$ cat config.mk
export PLATFORM = sky130hd
export DESIGN_NAME = mem_stage_flat
export DESIGN_NICKNAME = d
export VERILOG_FILES = /design/src/rtl/riscv_pkg.sv /design/src/rtl/mem_stage_if.sv /design/src/rtl/load_align.sv /design/src/rtl/mem_stage.sv /design/src/flat_wrapper.sv
export SDC_FILE = /design/constraint.sdc
export NUM_CORES = 1
export LEC_CHECK = 0
export BUFFER_PORTS_ARGS = -buffer_cell sky130_fd_sc_hd__buf_4
export CAP_MARGIN = 30
export CORE_ASPECT_RATIO = 0.5
export CORE_MARGIN = 5
export CORE_UTILIZATION = 38
export CTS_BUF_LIST = sky130_fd_sc_hd__clkbuf_8
export DETAILED_ROUTE_END_ITERATION = 10
export SYNTH_ARGS = -nofsm -noshare
export SYNTH_HDL_FRONTEND = slang
export SYNTH_HIERARCHICAL = 1
export SYNTH_SLANG_ARGS = --single-unit
export TNS_END_PERCENT = 50
$ cat constraint.sdc
create_clock -name clk -period 3 [get_ports clk]
set_input_delay 0.3 -clock clk [delete_from_list [all_inputs] [get_ports clk]]
set_output_delay 0.3 -clock clk [all_outputs]
set_load 0.02 [all_outputs]
$ cat src/rtl/riscv_pkg.sv
// riscv_pkg: shared funct3 size/sign constants, MEM-stage FSM state and write-back payload type
package riscv_pkg;
  localparam logic [2:0] F3_B = 3'b000, F3_H = 3'b001, F3_W = 3'b010, F3_D = 3'b011;
  localparam logic [2:0] F3_BU = 3'b100, F3_HU = 3'b101, F3_WU = 3'b110;
  typedef enum logic {IDLE, WAIT} mem_state_t;
  typedef struct packed {
    logic        valid;
    logic        regwrite;
    logic        memtoreg;
    logic        misalign;
    logic [63:0] read_data;
    logic [63:0] result;
    logic [4:0]  rd;
  } wb_t;
  function automatic logic [1:0] f3_lg_size(input logic [2:0] f3);
    return f3[1:0];
  endfunction
  function automatic logic f3_aligned(input logic [2:0] f3, input logic [2:0] off);
    logic [3:0] mask;
    mask = (4'd1 << f3_lg_size(f3)) - 4'd1;
    return (off & mask[2:0]) == 3'd0;
  endfunction
endpackage

$ cat src/rtl/mem_stage_if.sv
// mem_stage_if: single-outstanding req/ack data-memory port (master = MEM stage, slave = memory)
interface mem_stage_if;
  logic        mem_req;
  logic        mem_we;
  logic [63:0] mem_addr;
  logic [63:0] mem_wdata;
  logic [7:0]  mem_wstrb;
  logic [63:0] mem_rdata;
  logic        mem_ack;
  modport master (output mem_req, mem_we, mem_addr, mem_wdata, mem_wstrb, input mem_rdata, mem_ack);
  modport slave (input mem_req, mem_we, mem_addr, mem_wdata, mem_wstrb, output mem_rdata, mem_ack);
endinterface

$ cat src/rtl/load_align.sv
// load_align: shift read doubleword down to the accessed byte offset and sign/zero-extend by funct3
module load_align
  import riscv_pkg::*;
(
  input  logic [63:0] rdata,
  input  logic [2:0]  off,
  input  logic [2:0]  funct3,
  output logic [63:0] data
);
  logic [63:0] sh;
  assign sh = rdata >> {off, 3'b000};
  always_comb
    data = funct3 == F3_B  ? {{56{sh[7]}}, sh[7:0]} :
           funct3 == F3_H  ? {{48{sh[15]}}, sh[15:0]} :
           funct3 == F3_W  ? {{32{sh[31]}}, sh[31:0]} :
           funct3 == F3_BU ? {56'd0, sh[7:0]} :
           funct3 == F3_HU ? {48'd0, sh[15:0]} :
           funct3 == F3_WU ? {32'd0, sh[31:0]} : sh;
endmodule

$ cat src/rtl/mem_stage.sv
// mem_stage: RISC-V MEM stage - aligned loads/stores over req/ack port, branch resolve, MEM/WB register
module mem_stage
  import riscv_pkg::*;
(
  input  logic        clk,
  input  logic        reset_n,
  input  logic        in_valid,
  input  logic        RegWrite_S,
  input  logic        MemtoReg_S,
  input  logic        MemRead_S,
  input  logic        MemWrite_S,
  input  logic        Branch_S,
  input  logic        ZERO_S,
  input  logic [63:0] Result_S,
  input  logic [63:0] Write_Data_Mem_S,
  input  logic [63:0] Branch_Address_S,
  input  logic [3:0]  Funct_S,
  input  logic [4:0]  RD_S,
  mem_stage_if.master mem,
  output logic        stall,
  output logic        PCSrc,
  output logic [63:0] Branch_Target,
  output logic        wb_valid,
  output logic        wb_RegWrite,
  output logic        wb_MemtoReg,
  output logic [63:0] wb_Read_Data,
  output logic [63:0] wb_Result,
  output logic [4:0]  wb_RD,
  output logic        misalign
);
  mem_state_t  state_q, state_d;
  logic        req_q, req_d, we_q, we_d, rw_q, rw_d, m2r_q, m2r_d;
  logic [63:0] addr_q, addr_d, wdata_q, wdata_d, res_q, res_d;
  logic [7:0]  wstrb_q, wstrb_d;
  logic [2:0]  off_q, off_d, f3_q, f3_d;
  logic [4:0]  rd_q, rd_d;
  wb_t         wb_q, wb_d;
  logic [2:0]  off, f3;
  logic        is_mem, ok;
  logic [15:0] strb_w;
  logic [63:0] ld_data;
  logic        unused_funct7;
  assign unused_funct7 = Funct_S[3];
  assign off = Result_S[2:0];
  assign f3 = Funct_S[2:0];
  assign is_mem = in_valid & (MemRead_S | MemWrite_S);
  assign ok = f3_aligned(f3, off);
  assign strb_w = ((16'd1 << (5'd1 << f3_lg_size(f3))) - 16'd1) << off;
  load_align u_load_align (.rdata(mem.mem_rdata), .off(off_q), .funct3(f3_q), .data(ld_data));
  always_comb begin
    state_d = state_q;
    req_d = req_q;
    we_d = we_q;
    addr_d = addr_q;
    wdata_d = wdata_q;
    wstrb_d = wstrb_q;
    off_d = off_q;
    f3_d = f3_q;
    rw_d = rw_q;
    m2r_d = m2r_q;
    rd_d = rd_q;
    res_d = res_q;
    wb_d = wb_q;
    wb_d.valid = 1'b0;
    wb_d.misalign = 1'b0;
    if (state_q == IDLE) begin
      // Aligned memory ops defer write-back to the ack; misaligned ones retire now with no register write.
      wb_d = '{valid: in_valid & ~(is_mem & ok), regwrite: in_valid & RegWrite_S & ~is_mem,
               memtoreg: MemtoReg_S & ~is_mem, misalign: is_mem & ~ok, read_data: 64'd0,
               result: Result_S, rd: RD_S};
      if (is_mem & ok) begin
        state_d = WAIT;
        req_d = 1'b1;
        we_d = MemWrite_S;
        addr_d = {Result_S[63:3], 3'b000};
        wdata_d = Write_Data_Mem_S << {off, 3'b000};
        wstrb_d = MemWrite_S ? strb_w[7:0] : 8'd0;
        off_d = off;
        f3_d = f3;
        rw_d = RegWrite_S;
        m2r_d = MemtoReg_S;
        rd_d = RD_S;
        res_d = Result_S;
      end
    end else if (mem.mem_ack) begin
      state_d = IDLE;
      req_d = 1'b0;
      wb_d = '{valid: 1'b1, regwrite: rw_q, memtoreg: m2r_q, misalign: 1'b0,
               read_data: we_q ? 64'd0 : ld_data, result: res_q, rd: rd_q};
    end
  end
  always_ff @(posedge clk or negedge reset_n)
    if (!reset_n) begin
      state_q <= IDLE;
      req_q <= 1'b0;
      we_q <= 1'b0;
      addr_q <= '0;
      wdata_q <= '0;
      wstrb_q <= '0;
      off_q <= '0;
      f3_q <= '0;
      rw_q <= 1'b0;
      m2r_q <= 1'b0;
      rd_q <= '0;
      res_q <= '0;
      wb_q <= '0;
    end else begin
      state_q <= state_d;
      req_q <= req_d;
      we_q <= we_d;
      addr_q <= addr_d;
      wdata_q <= wdata_d;
      wstrb_q <= wstrb_d;
      off_q <= off_d;
      f3_q <= f3_d;
      rw_q <= rw_d;
      m2r_q <= m2r_d;
      rd_q <= rd_d;
      res_q <= res_d;
      wb_q <= wb_d;
    end
  assign mem.mem_req = req_q;
  assign mem.mem_we = we_q;
  assign mem.mem_addr = addr_q;
  assign mem.mem_wdata = wdata_q;
  assign mem.mem_wstrb = wstrb_q;
  assign stall = state_q == WAIT;
  assign PCSrc = in_valid & Branch_S & ZERO_S & (state_q == IDLE);
  assign Branch_Target = Branch_Address_S;
  assign wb_valid = wb_q.valid;
  assign wb_RegWrite = wb_q.regwrite;
  assign wb_MemtoReg = wb_q.memtoreg;
  assign wb_Read_Data = wb_q.read_data;
  assign wb_Result = wb_q.result;
  assign wb_RD = wb_q.rd;
  assign misalign = wb_q.misalign;
endmodule

$ cat src/flat_wrapper.sv
// flat-port wrapper written by rule: the top's interface ports become plain ports
module mem_stage_flat import riscv_pkg::*;
  (clk, reset_n, in_valid, RegWrite_S, MemtoReg_S, MemRead_S, MemWrite_S, Branch_S, ZERO_S, Result_S, Write_Data_Mem_S, Branch_Address_S, Funct_S, RD_S, stall, PCSrc, Branch_Target, wb_valid, wb_RegWrite, wb_MemtoReg, wb_Read_Data, wb_Result, wb_RD, misalign, mem_mem_req, mem_mem_we, mem_mem_addr, mem_mem_wdata, mem_mem_wstrb, mem_mem_rdata, mem_mem_ack);
  mem_stage_if mem_i ();
  input  logic clk;
  input  logic reset_n;
  input  logic in_valid;
  input  logic RegWrite_S;
  input  logic MemtoReg_S;
  input  logic MemRead_S;
  input  logic MemWrite_S;
  input  logic Branch_S;
  input  logic ZERO_S;
  input  logic [63:0] Result_S;
  input  logic [63:0] Write_Data_Mem_S;
  input  logic [63:0] Branch_Address_S;
  input  logic [3:0] Funct_S;
  input  logic [4:0] RD_S;
  output logic stall;
  output logic PCSrc;
  output logic [63:0] Branch_Target;
  output logic wb_valid;
  output logic wb_RegWrite;
  output logic wb_MemtoReg;
  output logic [63:0] wb_Read_Data;
  output logic [63:0] wb_Result;
  output logic [4:0] wb_RD;
  output logic misalign;
  output wire logic [$bits(mem_i.mem_req)-1:0] mem_mem_req;
  output wire logic [$bits(mem_i.mem_we)-1:0] mem_mem_we;
  output wire logic [$bits(mem_i.mem_addr)-1:0] mem_mem_addr;
  output wire logic [$bits(mem_i.mem_wdata)-1:0] mem_mem_wdata;
  output wire logic [$bits(mem_i.mem_wstrb)-1:0] mem_mem_wstrb;
  input wire logic [$bits(mem_i.mem_rdata)-1:0] mem_mem_rdata;
  input wire logic [$bits(mem_i.mem_ack)-1:0] mem_mem_ack;
  assign mem_mem_req = mem_i.mem_req;
  assign mem_mem_we = mem_i.mem_we;
  assign mem_mem_addr = mem_i.mem_addr;
  assign mem_mem_wdata = mem_i.mem_wdata;
  assign mem_mem_wstrb = mem_i.mem_wstrb;
  assign mem_i.mem_rdata = mem_mem_rdata;
  assign mem_i.mem_ack = mem_mem_ack;
  mem_stage u_core (.clk(clk), .reset_n(reset_n), .in_valid(in_valid), .RegWrite_S(RegWrite_S), .MemtoReg_S(MemtoReg_S), .MemRead_S(MemRead_S), .MemWrite_S(MemWrite_S), .Branch_S(Branch_S), .ZERO_S(ZERO_S), .Result_S(Result_S), .Write_Data_Mem_S(Write_Data_Mem_S), .Branch_Address_S(Branch_Address_S), .Funct_S(Funct_S), .RD_S(RD_S), .mem(mem_i), .stall(stall), .PCSrc(PCSrc), .Branch_Target(Branch_Target), .wb_valid(wb_valid), .wb_RegWrite(wb_RegWrite), .wb_MemtoReg(wb_MemtoReg), .wb_Read_Data(wb_Read_Data), .wb_Result(wb_Result), .wb_RD(wb_RD), .misalign(misalign));
endmodule
==> summary.md <==
| Metric | Value |
|---|---|
| Status | `complete, no violations` |
| Post-synthesis mux area share | `0.121` |
| PD cells | `668 nW/um^2` |
| PortBufs | `483` |
| CTS Buffer Depth | `3` |
| Clock root buffer | `clkbuf_8` |
| HPWL after DPL | `41800 um` |
| CP top delay family | `buffers and inverters` |
| Post-CTS resize count | `0` |
| Vias in the first global route | `14185` |
| TritonCTS clock tree | `done` |
| Clk sinks | `286` |
| Worst path bufs/invs | `2` |
| Synth Instances | `1709` |
| CP Class | `reg2reg` |
| Placed insts | `2565` |
| Pleak | `10.5 nW` |
| Setup Skew | `0.0238 ns` |
| Required time of the critical path | `3.47 ns` |
| Critical Path End Type | `flip-flop` |
| Max Slew Vio Count | `0` |
| Post-Syn Area | `15600 sq um` |
| Synth area leaders | `dfrtp_1 46%, mux2i_1 9.8%, nand2_1 8.9%, a21oi_1 4.8%, buf_4 4.1%` |
| Hold Vio Cnt, Final | `0` |
| Top cell type by total area after synthesis | `dfrtp_1` |
| Post-Synth Adder-Cell Area | `0` |
| Unrepaired setup endpoints after global routing | `false` |
| Tot GR Track Use | `0.241` |
| Routability Congestion | `0.903` |
| Top-area cell type share of the netlist area | `0.458` |
| Synth Register Bits | `286` |
| Initial Util | `0.386` |
| Compound-Gate Fraction of Synth Area | `0.184` |
| Critical-path cell with the highest stage delay | `buf_4` |
| CP max stage delay | `0.68 ns` |
| XOR/XNOR Fraction of Synth Area | `0` |
| Via density per instance | `5.27` |
| Mean post-synth cell area | `9.15 sq um` |
| GRT Residual Overflow | `0` |
| Final wirelength | `58500 um` |
| Post-synth top flop | `dfrtp_1` |
| Worst setup SP type | `flip-flop` |
| First-pass iteration count of the detailed router | `5` |
| Clk slew on worst S/H paths | `0.07 ns` |
| Yosys cell types | `60` |
| Layout cell share with drive strength beyond 1 | `0.300` |
| Fin nets | `2427` |
| First-pass GRT wire length | `87400 um` |
| Worst-path maximum fanout | `58` |
| First DRT Iteration DRCs | `1153` |
| CP arrival | `3.02 ns` |
| Max Cap Viol | `0` |
| Final routed DRC violation total | `0` |
| Simple-gate share of the synthesized area | `0.153` |
| Core area | `40500 sq um` |
| DR WL/cell | `21.5 um` |
| Dpl ws | `0.526 ns` |
| Slew headroom | `0.410` |
| Final setup TNS | `0 ns` |
| Worst min path class | `in2reg` |
| Worst slew pin tran | `0.883 ns` |
| Synth-to-layout area growth | `32.6%` |
| Worst vdd ir | `0.000289 V` |
| Post-synth EDFFs | `0` |
| Fmax | `391 MHz` |
| Die ar. | `45500 sq um` |
| Worst setup margin | `0.444 ns` |
| Sequential fraction of the synthesis area | `0.458` |
| Power Total | `13.8 mW` |
| Largest family of logic cells by synthesized area | `compound AO/OA/AOI/OAI gates` |
| Antenna violations before repair | `2` |
| Synth Warn # | `6` |
| Clk_lat worst skew | `0.60 ns` |
| Critical-path cell list | `buf_4 -> nor2b_1 -> buf_4 -> nand2_1 -> o21ai_0 -> a21oi_1 -> o21ai_0 -> a22o_1` |
| Ports | `616` |
| Non-filler cells, final | `2722` |
| Row cnt | `52` |
| CTS Buf Count | `44` |
| Crit path time final | `2.56 ns` |
| Final setup fails | `0` |
| Routed via count | `14337` |
| Tcrit/Tclk final | `0.852` |
| H-tree Lvls | `2` |
| Largest net degree at the start of global routing | `123` |
| Detail Route Antenna Nets | `0` |
| Post-synth ARST share | `1.00` |
| Die Y | `153 um` |
| Util after Layout | `0.511` |
| Die width | `297 um` |
path summary, 6_finish.rpt:
| kind | from | endpoint | slack [ns] | cells past startpoint |
|---|---|---|---|---|
| max | u_core/res_q[1] | u_core/wb_Read_Data[10] | 0.44 | 8 |
| min | Funct_S[1] | u_core/mem.mem_wstrb[3] | 0.1 | 3 |
| max reg2reg | u_core/res_q[1] | u_core/wb_Read_Data[10] | 0.44 | 8 |
| min reg2reg | u_core/mem.mem_wdata[16] | u_core/mem.mem_wdata[16] | 0.47 | 2 |
| max in group asynchronous | reset_n | u_core/wb_Read_Data[41] | 1.82 | 3 |
| min in group asynchronous | reset_n | u_core/wb_Read_Data[59] | 0.20 | 2 |
layout make-up:
class / count / area [sq um]
clock inverter: 19 / 91.3
clock buffer: 55 / 757
antenna: 2 / 5.00
tap: 540 / 676
sequential: 286 / 7160
inverter: 11 / 41.3
timing repair buffer: 596 / 4780
multi-input combinational: 1213 / 7210
fill: 3847 / 19800
worst register-to-register path, stage by stage, from the launching register on:
cell	delay, ns
dfrtp_2	0.51
buf_4	0.68
nor2b_1	0.11
buf_4	0.20
nand2_1	0.06
o21ai_0	0.15
a21oi_1	0.38
o21ai_0	0.13
a22o_1	0.21
registers in the layout (all words and copies together), names as in the netlist:
signal                cells
u_core/m2r_q              1
u_core/f3_q               3
u_core/wb_valid           1
u_core/wb_Read_Data      64
u_core/stall              1
u_core/mem.mem_we         1
u_core/wb_RegWrite        1
u_core/misalign           1
u_core/wb_Result         64
u_core/mem.mem_req        1
u_core/wb_MemtoReg        1
u_core/mem.mem_wstrb      8
u_core/res_q             64
u_core/wb_RD              5
u_core/rw_q               1
u_core/mem.mem_wdata     64
u_core/rd_q               5
timing repair:
item,4_1_cts,5_1_grt
hold endpoints to repair,188,0
hold buffers,81,0
buffers inserted,0,0
stage by stage:
step | hold slack (ns) | area (sq um)
2_1_floorplan | 0.00441 | 15600
5_1_grt | 0.0596 | 20700
3_5_place_dp | 0.229 | 19100
4_1_cts | 0.0541 | 20700
6_report | 0.0952 | 20700
3_3_place_gp | 0.229 | 19100
synth_stat cells, drive strengths merged (8+ instances only):
cell,count
nor2b,10
nand3,21
o21ai,84
a21o,13
a22oi,14
clkbuf,45
nor2,164
inv,11
buf,156
a21oi,151
dfrtp,286
o41ai,16
mux2,32
mux2i,153
o21ba,8
a22o,66
o22ai,21
a211oi,11
o31ai,17
nand2,371
cell families (layout without fill, tap and decap cells):
logic type / Yosys count / after routing
other: 1 / 5
and+or+nand+nor: 597 / 597
muxes: 185 / 185
buffers and inverters: 212 / 681
AOI/OAI and AO/OA: 428 / 428
DFF: 286 / 286
layout by cell type (no fill, tap or decap), types with 9 or more instances in the layout:
| master | synthesis | final |
|---|---|---|
| mux2_2 | 32 | 32 |
| a21o_1 | 13 | 13 |
| o21ai_1 | 9 | 9 |
| o31ai_1 | 16 | 16 |
| dfrtp_1 | 286 | 282 |
| dlygate4sd3_1 | 0 | 81 |
| a22o_1 | 66 | 66 |
| a211oi_1 | 11 | 11 |
| a21oi_1 | 149 | 149 |
| nand2_1 | 371 | 371 |
| o21ai_0 | 70 | 70 |
| nor2_1 | 161 | 161 |
| mux2i_1 | 153 | 153 |
| nand3_1 | 21 | 21 |
| o22ai_1 | 21 | 21 |
| clkbuf_8 | 0 | 55 |
| buf_4 | 86 | 506 |
| inv_1 | 10 | 23 |
| a22oi_1 | 14 | 14 |
power breakdown:
part           internal [mW]  switching (mW)  leakage, nW
logic                   2.20            3.29         6.37
registers               4.54           0.516         3.61
clock network           1.65            1.65        0.487
metal layers:
metal	part of all wire	global-route usage	wire length, um
met1	0.41	0.311	24100
met2	0.50	0.417	29300
met3	0.049	0.0312	2860
met4	0.038	0.0914	2200
met5	0	0	0
No activity file was read; power rests on OpenSTA's default activity.
